### src/rtl/fractal_sync_pkg.sv
// Shared types for the fractal_sync core-side master port: sync direction,
// master-port FSM states and error codes.
package fractal_sync_pkg;

    typedef enum logic [1:0] {
        SD_NONE = 2'b00,
        SD_UP   = 2'b01,
        SD_DOWN = 2'b10,
        SD_BOTH = 2'b11
    } sd_e;

    typedef enum logic [2:0] {
        IDLE = 3'd0,
        SEND = 3'd1,
        WAIT = 3'd2,
        DONE = 3'd3,
        ERR  = 3'd4
    } mp_state_e;

    typedef enum logic [1:0] {
        MP_ERR_NONE    = 2'b00,
        MP_ERR_NODE    = 2'b01,
        MP_ERR_TIMEOUT = 2'b10
    } mp_err_e;

    // Counter width able to hold the value 'limit' itself.
    function automatic int unsigned wdog_width(input int unsigned limit);
        return $clog2(limit + 1);
    endfunction

endpackage

### src/rtl/fractal_sync_wdog.sv
// Saturating barrier watchdog: cleared on clr_i, counts while en_i, and
// flags the cycle that completes LIMIT enabled cycles.
module fractal_sync_wdog
    import fractal_sync_pkg::*;
#(
    parameter int unsigned LIMIT = 1024
) (
    input  logic clk_i,
    input  logic rst_i,
    input  logic clr_i,
    input  logic en_i,
    output logic expired_o
);

    localparam int unsigned CW = wdog_width(LIMIT);

    logic [CW-1:0] r_cnt;

    always_ff @(posedge clk_i or posedge rst_i) begin
        if (rst_i) begin
            r_cnt <= '0;
        end else if (clr_i) begin
            r_cnt <= '0;
        end else if (en_i && (r_cnt < CW'(LIMIT))) begin
            r_cnt <= r_cnt + 1'b1;
        end
    end

    // r_cnt counts completed enabled cycles, so LIMIT-1 marks the LIMIT-th one.
    assign expired_o = en_i & (r_cnt >= CW'(LIMIT - 1));

endmodule

### src/rtl/fractal_sync_mp.sv
// Core-side master port for a leaf fractal_sync node: one barrier in flight,
// single-cycle fsync request, wake matching, sticky error reporting.
// Optional watchdog enabled by defining FRACTAL_SYNC_MP_TIMEOUT_EN.
module fractal_sync_mp
    import fractal_sync_pkg::*;
#(
    parameter int unsigned AGGREGATE_WIDTH = 1,
    parameter int unsigned ID_WIDTH        = 1,
    parameter int unsigned TIMEOUT_CYCLES  = 1024
) (
    input  logic                       clk_i,
    input  logic                       rst_i,
    input  logic                       sync_req_i,
    input  logic [AGGREGATE_WIDTH-1:0] sync_aggr_i,
    input  logic [ID_WIDTH-1:0]        sync_id_i,
    input  logic [1:0]                 sync_sd_i,
    output logic                       sync_gnt_o,
    output logic                       sync_done_o,
    output logic                       sync_busy_o,
    output logic                       sync_error_o,
    output logic [1:0]                 sync_err_code_o,
    input  logic                       sync_err_clr_i,
    output logic                       spurious_o,
    output logic                       fsync_req_valid_o,
    output logic [AGGREGATE_WIDTH-1:0] fsync_req_aggr_o,
    output logic [ID_WIDTH-1:0]        fsync_req_id_o,
    output logic [1:0]                 fsync_req_sd_o,
    input  logic                       fsync_rsp_wake_i,
    input  logic [AGGREGATE_WIDTH-1:0] fsync_rsp_aggr_i,
    input  logic [ID_WIDTH-1:0]        fsync_rsp_id_i,
    input  logic                       fsync_rsp_error_i
);

    mp_state_e                  r_state;
    mp_err_e                    r_err_code;
    logic [AGGREGATE_WIDTH-1:0] r_aggr;
    logic [ID_WIDTH-1:0]        r_id;
    logic [1:0]                 r_sd;
    logic                       r_done;
    logic                       r_busy;
    logic                       r_valid;
    logic                       r_error;
    logic                       r_spurious;

    logic w_gnt;
    logic w_match;
    logic w_expired;

    assign w_gnt   = (r_state == IDLE) & sync_req_i;
    assign w_match = fsync_rsp_wake_i & (fsync_rsp_aggr_i == r_aggr) & (fsync_rsp_id_i == r_id);

`ifdef FRACTAL_SYNC_MP_TIMEOUT_EN
    fractal_sync_wdog #(
        .LIMIT(TIMEOUT_CYCLES)
    ) u_wdog (
        .clk_i    (clk_i),
        .rst_i    (rst_i),
        .clr_i    (w_gnt),
        .en_i     (r_state == WAIT),
        .expired_o(w_expired)
    );
`else
    assign w_expired = 1'b0;
`endif

    // NOTE: every register here uses non-blocking assignment so all of them
    // update together from the same pre-edge values.
    always_ff @(posedge clk_i or posedge rst_i) begin
        if (rst_i) begin
            r_state    <= IDLE;
            r_err_code <= MP_ERR_NONE;
            r_aggr     <= '0;
            r_id       <= '0;
            r_sd       <= '0;
            r_done     <= 1'b0;
            r_busy     <= 1'b0;
            r_valid    <= 1'b0;
            r_error    <= 1'b0;
            r_spurious <= 1'b0;
        end else begin
            r_done     <= 1'b0;
            r_valid    <= 1'b0;
            r_spurious <= 1'b0;
            case (r_state)
                IDLE: begin
                    r_spurious <= fsync_rsp_wake_i;
                    if (w_gnt) begin
                        r_aggr  <= sync_aggr_i;
                        r_id    <= sync_id_i;
                        r_sd    <= sync_sd_i;
                        r_valid <= 1'b1;
                        r_busy  <= 1'b1;
                        r_state <= SEND;
                    end
                end
                SEND: begin
                    r_spurious <= fsync_rsp_wake_i;
                    r_state    <= WAIT;
                end
                WAIT: begin
                    if (fsync_rsp_error_i) begin
                        r_error    <= 1'b1;
                        r_err_code <= MP_ERR_NODE;
                        r_busy     <= 1'b0;
                        r_state    <= ERR;
                    end else if (w_match) begin
                        r_done  <= 1'b1;
                        r_busy  <= 1'b0;
                        r_state <= DONE;
                    end else begin
                        r_spurious <= fsync_rsp_wake_i;
                        if (w_expired) begin
                            r_error    <= 1'b1;
                            r_err_code <= MP_ERR_TIMEOUT;
                            r_busy     <= 1'b0;
                            r_state    <= ERR;
                        end
                    end
                end
                DONE: begin
                    r_spurious <= fsync_rsp_wake_i;
                    r_state    <= IDLE;
                end
                ERR: begin
                    if (sync_err_clr_i) begin
                        r_error    <= 1'b0;
                        r_err_code <= MP_ERR_NONE;
                        r_state    <= IDLE;
                    end
                end
                default: begin
                    r_busy  <= 1'b0;
                    r_state <= IDLE;
                end
            endcase
        end
    end

    assign sync_gnt_o        = w_gnt;
    assign sync_done_o       = r_done;
    assign sync_busy_o       = r_busy;
    assign sync_error_o      = r_error;
    assign sync_err_code_o   = r_err_code;
    assign spurious_o        = r_spurious;
    assign fsync_req_valid_o = r_valid;
    assign fsync_req_aggr_o  = r_aggr;
    assign fsync_req_id_o    = r_id;
    assign fsync_req_sd_o    = r_sd;

endmodule

### config.mk
export PLATFORM = sky130hd
export DESIGN_NAME = fractal_sync_mp
export DESIGN_NICKNAME = d
export VERILOG_FILES = /design/src/rtl/fractal_sync_pkg.sv /design/src/rtl/fractal_sync_wdog.sv /design/src/rtl/fractal_sync_mp.sv
export SDC_FILE = /design/constraint.sdc
export NUM_CORES = 1
export LEC_CHECK = 0
export ABC_CLOCK_PERIOD_IN_PS = 1500
export CAP_MARGIN = 15
export CORE_MARGIN = 2
export CORE_UTILIZATION = 43
export CTS_BUF_LIST = sky130_fd_sc_hd__clkbuf_2
export DETAILED_ROUTE_END_ITERATION = 7
export GPL_TIMING_DRIVEN = 0
export PLACE_DENSITY = 0.79
export SLEW_MARGIN = 20
export SYNTH_ARGS = -nofsm -noshare
export SYNTH_HDL_FRONTEND = slang
export SYNTH_HIERARCHICAL = 1
export SYNTH_SLANG_ARGS = --single-unit
export TNS_END_PERCENT = 20
### constraint.sdc
create_clock -name clk_i -period 1.5 [get_ports clk_i]
set_input_delay 0.3 -clock clk_i [delete_from_list [all_inputs] [get_ports clk_i]]
set_output_delay 0.3 -clock clk_i [all_outputs]
set_load 0.02 [all_outputs]
# Word level (Yosys, flattened, before mapping)
# Cells that the tools add are included.
dict set report word_totals {
  ff_bits 14
  out_inout_bits 12
  wordCells 55
}
dict set report op_classes {
  eq_ne 10
  n_mux 23
  bitwise 4
  n_reduce_logical 8
}
# cell n
set op_table {}
lappend op_table {{two-way mux 1 bit} 12}
lappend op_table {{two-way mux 3 bit} 4}
lappend op_table {{one-hot mux 3 bit (4 select lines)} 1}
lappend op_table {{AND reduction 3 bit} 3}
lappend op_table {{== test 3 x 2 -> 1 bit, second input constant} 2}
lappend op_table {{inequality test 2 bit, second input constant} 3}
lappend op_table {{OR reduction 3 bit} 2}
lappend op_table {{two-way mux 2 bit} 2}
lappend op_table {{one-hot mux 1 bit (2 select lines)} 2}
lappend op_table {{one-hot mux 2 bit (2 select lines)} 1}
lappend op_table {{AND 1 bit} 3}
lappend op_table {{== test 3 x 1 -> 1 bit, second input constant} 1}
lappend op_table {{== test 3 bit, second input constant} 1}
lappend op_table {{zero test 3 bit} 1}
lappend op_table {{inequality test 3 bit, second input constant} 1}
lappend op_table {{one-hot mux 1 bit (3 select lines)} 1}
lappend op_table {{== test 1 bit} 2}
lappend op_table {{AND reduction 2 bit} 1}
lappend op_table {{nonzero test 2 bit} 1}
lappend op_table {{inverter 1 bit} 1}

# Depth between registers and ports, before layout
# Gate-level depths: netlist (run 1).
dict set report depth {
  ltp_word 6
  depth_mapped 4
  depth_no_buf 3
}

# Worst setup path after synthesis (run 1)
# OpenSTA, ideal clock, no wires.
dict set report synth_timing {
  path_kind {register -> register}
  start {register r_state[1]}
  end {register r_aggr, in the netlist fsync_req_aggr_o}
  arrival_time_ps 1434
  required_ps 1375
  path_slack_ps -59
  path_stages_with_launch 4
  n_path_buf 1
  period_less_slack_ps 1559
  cell_sequence {dfrtp_1 > buf_6 > nor4b_4 > mux2_2}
}
dict set report synth_via {
  elab_chain_cells 3
}
# item line
set synth_rtl {}
lappend synth_rtl {{from (decl)} fractal_sync_mp.sv:34} ;# mp_state_e r_state;
lappend synth_rtl {{from (signal assigned)} fractal_sync_mp.sv:70} ;# r_state <= IDLE;
lappend synth_rtl {{from (signal assigned)} fractal_sync_mp.sv:93} ;# r_state <= SEND;
lappend synth_rtl {{from (signal assigned)} fractal_sync_mp.sv:98} ;# r_state <= WAIT;
lappend synth_rtl {{zero test 3 bit} fractal_sync_mp.sv:49} ;# assign w_gnt = (r_state == IDLE) & sync_req_i;
lappend synth_rtl {{AND 1 bit} fractal_sync_mp.sv:49}
lappend synth_rtl {{via sync_gnt_o} fractal_sync_mp.sv:17} ;# output logic sync_gnt_o,
lappend synth_rtl {{AND reduction 2 bit (no line)} n/a}
lappend synth_rtl {{to (signal assigned)} fractal_sync_mp.sv:88} ;# r_aggr <= sync_aggr_i;
lappend synth_rtl {{to (decl)} fractal_sync_mp.sv:36} ;# logic [AGGREGATE_WIDTH-1:0] r_aggr;
# The timed path passes the listed nets, and every way through them passes these cells.
# A chain may end at the register's enable or synchronous reset.

# Final worst setup path (run 1)
dict set report layout_timing {
  start {register r_state[1]}
  end {output sync_gnt_o}
}
dict set report layout_via {
  elab_chain_cells 2
}
# item line
set layout_rtl {}
lappend layout_rtl {{zero test 3 bit} fractal_sync_mp.sv:49}
lappend layout_rtl {{AND 1 bit} fractal_sync_mp.sv:49}
lappend layout_rtl {{to (decl)} fractal_sync_mp.sv:17}
# Every way passes these cells.

==> results of run 1 <==
[kinds of logic (layout without fill, tap and decap cells)]
| kind of cell | Yosys count | count (layout) |
|---|---|---|
| flip-flops | 12 | 12 |
| XOR/XNOR | 2 | 2 |
| AO/OA/AOI/OAI | 11 | 11 |
| buffers and inverters | 10 | 38 |
| multiplexers | 5 | 5 |
| AND/OR/NAND/NOR | 12 | 12 |
| other | 1 | 1 |
[per-stage QoR]
step                total power, mW  TNS [ns]  cell area, sq um
global route                  1.755   -0.3750             884.6
CTS                           1.593   -0.1094             855.8
floorplan                     1.139   -0.2116             605.6
finish                        1.658   -0.1256             884.6
global placement              1.468    -1.529             844.6
detailed placement            1.498    -1.552             844.6
[metal layers]
layer	routed length, um	part of all wire [%]
met2	615	49
met5	0	0
met3	81	6.4
met4	25	2.0
met1	539	43
[state kept, by name, summed over array words and instances, names as in the netlist]
| name | cells |
|---|---|
| fsync_req_id_o | 1 |
| fsync_req_aggr_o | 1 |
| sync_err_code_o | 1 |
| spurious_o | 1 |
| r_state | 3 |
| fsync_req_valid_o | 1 |
| sync_done_o | 1 |
| sync_busy_o | 1 |
| fsync_req_sd_o | 2 |
[area by class of cell]
class / count / share of cell area, %
well taps: 15 / 2.122
multi-input cells: 31 / 29.28
repair buffers: 25 / 26.17
plain buffers: 4 / 4.243
inverters: 5 / 2.122
flip-flops and latches: 12 / 33.95
clock inverters: 1 / 0.4243
clock buffers: 3 / 1.697
[worst paths after layout]
kind	start	endpoint	depth (start not counted)	slack [ns]
worst min register to register	fsync_req_sd_o[0]	fsync_req_sd_o[0]	1	0.53
max in group asynchronous	rst_i	sync_busy_o	2	0.84
min in group clk_i	fsync_req_sd_o[0]	fsync_req_sd_o[0]	1	0.53
worst max register to register	r_state[1]	fsync_req_id_o	5	-0.02
worst max-delay path	r_state[1]	sync_gnt_o	3	-0.08
worst min-delay path	rst_i	fsync_req_sd_o[0]	2	0.33
[power groups by stage]
stage / clock [mW] / combinational [mW] / sequential [mW]
final: 0.166 / 0.936 / 0.557
after global routing: 0.185 / 0.995 / 0.575
after CTS: 0.169 / 0.896 / 0.528
after detailed placement: 0 / 0.959 / 0.539
after global placement: 0 / 0.939 / 0.530
after floorplan: 0 / 0.484 / 0.656
[timing repair]
action                                 4_1_cts  5_1_grt
gates cloned                                 0        0
setup endpoints to repair                   15        5
pin swaps                                    1        1
endpoints found under the hold margin        0        0
buffers inserted                             1        2
gates resized for setup                     15        5
[cells in the final DEF (no fill, tap or decap), drive strengths merged, types with 2 or more instances in the layout]
cell and count:
buf 8, a31oi 2, xor2 2, a211oi 2, dlygate4sd2 10, dfrtp 12
nand2b 2, clkdlybuf4s50 11, clkbuf 3, mux2 4, nor2 5, inv 5
==> results.py, run 1 <==
metrics = {
    "status": {
        "status": "complete, but fails checks",
        "violations": "negative setup slack",
    },
    "critical_path": {
        "cp_num_buf_inv": 2,
        "path_max_fanout": 10,
        "critical-path-top-delay-family": "flip-flops",
        "end_kind": "output port",
        "crit_type": "register to output port",
        "cp_cell_sequence": "buf_6, nor4b_4, buf_4",
        "slowest_stage": "dfrtp_1",
        "arrival_ns": 1.28,
        "startpoint_type": "register",
        "critPathMaxStageDelay_ns": 0.40,
        "required_ns": 1.20,
    },
    "global_route": {
        "grt-busiest-layer": "met2",
        "grt_use_total_pct": 15.57,
        "grt_overflow": 0,
        "grt_use_met1_pct": 17.65,
        "antenna_found_initial": 0,
        "grt_pass1_vias": 486,
        "grt_max_degree": 13,
        "grt_util_met3_pct": 3.043,
        "grt_use_met2_pct": 25.62,
        "grt_pass1_wl_mm": 2.035,
    },
    "cells_and_area": {
        "fin_cells": 96,
        "antennaDiodeCount": 0,
        "fill_cells": 119,
        "multiInputGateArea_sq_um": 259.0,
        "final-seq-area_sq_um": 300.3,
        "drive_gt1_share_pct": 23.46,
        "final_nets": 94,
        "synthToLayoutAreaGrowth_pct": 46.07,
        "post-route-util_pct": 67.98,
    },
    "logic_synthesis": {
        "synthSimpleGateAreaFrac_pct": 13.84,
        "synth_top_family_by_area": "compound AO/OA/AOI/OAI gates",
        "ys_seq_area_share_pct": 49.59,
        "syn_nets": 65,
        "synth_xor_area_share_pct": 2.893,
        "synth_top_area_share_pct": 49.59,
        "synth_area_leaders": "dfrtp_1, mux2_2, nor4b_4",
        "synth.distinct_cells": 25,
        "syn_inst": 53,
        "synthMuxAreaShare_pct": 9.091,
        "yosysTopAreaCell": "dfrtp_1",
        "async_flop_share_pct": 100.0,
        "synthAdderAreaFrac_pct": 0,
        "ys.flop_type": "dfrtp_1",
        "ys_warn_count": 6,
        "synthTopCellsByCount": "dfrtp_1, inv_1, nor2_1",
        "synth_seq_cells": 12,
        "synth-edff-count": 0,
        "syn_avg_cell_area_sq_um": 11.43,
        "synth-compound-area-share_pct": 13.84,
        "synth.cell_area_sq_um": 605.6,
        "synth_most_common_cell": "dfrtp_1",
    },
    "flow_run": {
        "maxCapViolations": 0,
    },
    "timing": {
        "hold_viol_final": 0,
        "rsz0062_at_grt": "true",
        "period_share_pct": 105.4,
        "clock_skew_ns": 0.01346,
        "period_needed_ns": 1.581,
        "slew_viol_final": 0,
        "finalSetupViolCount": 5,
        "fmax_ghz": 0.6324,
        "fin_ws_ns": -0.08136,
        "worst_hold_slack_ns": 0.3349,
    },
    "clocking": {
        "cts_tree": "built",
        "cts_inserted_buffers": 3,
        "cts_sinks": 12,
        "clkSlewWorstSetupHoldPaths_ns": 0.13,
        "cts-hold-fix-buffers": 0,
        "clkLatencyLatePin_ns": 0.26,
        "h-tree-depth": 1,
        "cts.path.max_buffers": 2,
        "cts_root_buffer": "clkbuf_2",
    },
    "die": {
        "core_sq_um": 1301,
        "std_cell_rows": 13,
        "initial_core_util_pct": 46.54,
        "die_h_um": 41.53,
        "ios": 24,
        "die_x_um": 41.53,
        "die-area_sq_um": 1724,
    },
    "place": {
        "port_buffers": 22,
        "hpwlAfterDp_um": 899.1,
        "place_ws_ns": -0.6912,
        "place.gp.congestion": 0.7157,
        "dp_cells": 90,
    },
    "drt": {
        "drt.antenna.violating_nets": 0,
        "wire_per_inst_um": 13.14,
        "drt_wl_total_mm": 1.261,
        "vias_per_cell": 5.052,
        "via_count": 485,
        "first_pass_iters": 4,
        "drc": 0,
        "drt_iter0_markers": 4,
    },
    "power_and_ir_drop": {
        "power.density_nw_per_um2": 1874,
        "vdd_drop_max_v": 0.001141,
        "clockPowerShare_pct": 10.0,
        "p_seq_share_pct": 33.6,
        "p_int_uw": 987.7,
        "power_switching_uw": 670.5,
        "combPwrFrac_pct": 56.4,
        "swShare_pct": 40.44,
        "p_leak_nw": 0.4371,
    },
    "hold_path": {
        "min_path_type": "input pin to async pin",
    },
}
Power figures use the tool's default switching activity.
==> inputs of run 2 (changes only) <==
Settings changed: ABC_AREA set to 1, CELL_PAD_IN_SITES_DETAIL_PLACEMENT set to 1, CELL_PAD_IN_SITES_GLOBAL_PLACEMENT set to 2, CORE_ASPECT_RATIO set to 0.75, CORE_UTILIZATION 43 to 24, PLACE_DENSITY 0.79 to not set, PLACE_DENSITY_LB_ADDON set to 0.1, SKIP_CTS_REPAIR_TIMING set to 1.
==> run 2 against run 1 <==
The run still ends with negative setup slack left. Non-clock buffer count shrank 3. Critical path depth grew 3. Count of clock-buffer cells in the layout did not move. Clock skew down 0.0077 ns. Synthesized cell count is 38% higher. Worst setup slack got worse by 0.024 ns. Global-route usage fell by 4.8 points. Highest routed layer unchanged.
==> results.py, run 2 <==
metrics = {
    "global_route": {
        "grt_max_degree": 13,
        "grt_pass1_vias": 475,
        "grt_overflow": 0,
        "grt_use_total_pct": 10.81,
        "antenna_found_initial": 0,
        "grt_pass1_wl_mm": 2.187,
    },
    "cells_and_area": {
        "largest_register_ffs": 3,
        "final_nets": 114,
        "final-seq-area_sq_um": 301.5,
        "max_flop_register": "r_state",
        "fin_cells": 135,
        "fill_cells": 296,
        "multiInputGateArea_sq_um": 232.7,
        "antennaDiodeCount": 0,
        "synthToLayoutAreaGrowth_pct": 54.17,
        "final_cell_mix": "nand2_1, dfrtp_1, clkdlybuf4s50_1",
        "final_common_cell": "nand2_1",
        "drive_gt1_share_pct": 20.79,
    },
    "critical_path": {
        "r2r_slack_ns": 0.27,
        "rr_startpoint": "r_state[1]",
        "required_ns": 1.20,
        "end_kind": "output port",
        "cp_common_cell": "nor2_4",
        "cp_cell_sequence": "nor2_4, inv_2, nor2_4, nand2_4, clkinv_4, buf_4",
        "path_max_fanout": 8,
        "arrival_ns": 1.31,
        "ff2ff_path_depth": 9,
        "critical-path-top-delay-family": "flip-flops",
        "reg2reg_to": "sync_busy_o",
        "slowest_stage": "dfrtp_2",
        "startpoint_type": "register",
        "crit_type": "register to output port",
        "critPathMaxStageDelay_ns": 0.47,
        "cp.depth": 6,
        "cp_num_buf_inv": 3,
    },
    "power_and_ir_drop": {
        "p_total_mw": 1.647,
        "p_leak_nw": 0.5704,
        "vdd_drop_max_v": 0.0005997,
        "power.density_nw_per_um2": 1779,
    },
    "place": {
        "place_ws_ns": -0.3970,
        "hpwlAfterDp_mm": 1.057,
        "dp_cells": 129,
        "place.gp.congestion": 0.7081,
        "port_buffers": 22,
    },
    "logic_synthesis": {
        "ys_warn_count": 6,
        "synth_top_area_share_pct": 50.00,
        "synth-edff-count": 0,
        "yosysTopAreaCell": "dfrtp_1",
        "synth_area_leaders": "dfrtp_1, nand2_1, inv_1",
        "syn_nets": 85,
        "syn_inst": 73,
        "ys_seq_area_share_pct": 50.00,
        "async_flop_share_pct": 100.0,
        "synthTopCellsByCount": "nand2_1, dfrtp_1, inv_1",
        "synth.cell_area_sq_um": 600.6,
        "synth_most_common_cell": "nand2_1",
        "syn_avg_cell_area_sq_um": 8.227,
        "ys.flop_type": "dfrtp_1",
        "synth_seq_cells": 12,
        "synth.distinct_cells": 19,
    },
    "status": {
        "status": "complete, but fails checks",
        "violations": "negative setup slack",
    },
    "clocking": {
        "cts_tree": "built",
        "cts.path.max_buffers": 2,
        "h-tree-depth": 1,
        "cts_inserted_buffers": 3,
        "cts_root_buffer": "clkbuf_2",
        "clkSlewWorstSetupHoldPaths_ns": 0.13,
        "clkLatencyLatePin_ns": 0.27,
        "cts_sinks": 12,
    },
    "timing": {
        "clock_skew_ns": 0.005728,
        "period_needed_ns": 1.605,
        "fin_ws_ns": -0.1055,
        "period_share_pct": 107.0,
        "rsz0062_at_grt": "true",
        "finalSetupViolCount": 1,
        "hold_viol_final": 0,
        "slew_viol_final": 0,
        "fmax_ghz": 0.6229,
        "worst_hold_slack_ns": 0.3304,
        "setup-tns-final_ns": -0.1055,
    },
    "drt": {
        "drc": 0,
        "drt.antenna.violating_nets": 0,
        "vias_per_cell": 3.889,
        "wire_per_inst_um": 10.31,
        "drt_iter0_markers": 9,
        "via_count": 525,
        "drt_wl_total_mm": 1.392,
        "first_pass_iters": 3,
    },
    "die": {
        "die_x_um": 61.76,
        "initial_core_util_pct": 25.81,
        "core_sq_um": 2327,
        "ios": 24,
        "die_h_um": 47.32,
        "die-area_sq_um": 2922,
        "std_cell_rows": 15,
    },
    "flow_run": {
        "maxCapViolations": 0,
    },
    "hold_path": {
        "min_path_type": "input pin to async pin",
    },
}
[run 2: changes by cell type after synthesis, moves of 3 or more]
cell	before	now
inv_1	5	10
inv_2	0	3
mux2_2	4	0
nand2_1	0	22
nand3_1	0	3
nor2_4	0	3
[run 2: logic make-up (layout without fill, tap and decap cells)]
kind of cell / count (synthesis) / count (layout) / share of synthesized area (%)
AOI/OAI and AO/OA: 8 / 8 / 7.916
buffers and inverters: 16 / 44 / 12.08
DFF: 12 / 12 / 50.00
other: 1 / 1 / 0.6244
and+or+nand+nor: 36 / 36 / 29.37
[run 2: how the worst max path moves through the flow]
stage / startpoint / endpoint
floorplan: r_state[0] / sync_gnt_o
global placement: sync_req_i / sync_gnt_o
detailed placement: sync_req_i / sync_gnt_o
CTS: r_state[0] / sync_gnt_o
global route: r_state[1] / sync_gnt_o
finish: r_state[0] / sync_gnt_o
[run 2: per-stage QoR]
stage / area (sq um) / utilization, %
floorplan: 600.6 / -
global route: 925.9 / 39.78
CTS: 882.1 / 37.90
finish: 925.9 / 39.78
detailed placement: 863.3 / 37.10
global placement: 863.3 / 37.10
[run 2: cell type report]
| class | instances | area share, % |
|---|---|---|
| clock buffers | 3 | 1.622 |
| well taps | 34 | 4.595 |
| multi-input cells | 45 | 25.14 |
| plain buffers | 2 | 1.622 |
| flip-flops and latches | 12 | 32.57 |
| repair buffers | 24 | 27.84 |
| clock inverters | 1 | 0.4054 |
| inverters | 14 | 6.216 |
[run 2: per-layer routing]
layer  track usage [%]  part of all wire [%]  vias up
met5                 0                     0        -
met4             2.553                  0.72        0
met3             5.234                   7.4        2
met2             15.16                    43       15
met1             14.98                    49      238
li1                  -                     -      270
[run 2: power by group]
group	total [mW]	switching [mW]	leakage [nW]	internal, mW
sequential	0.562	0.104	0.150	0.458
combinational	0.915	0.503	0.406	0.411
clock	0.170	0.112	0.0140	0.0579
total	1.65	0.720	0.570	0.927
[run 2: worst register-to-register path: cells and delay by family (launching register included)]
| kind | cells | cell delay [ns] |
|---|---|---|
| AND/OR/NAND/NOR | 7 | 0.58 |
| flip-flops | 1 | 0.42 |
| buffers and inverters | 2 | 0.17 |
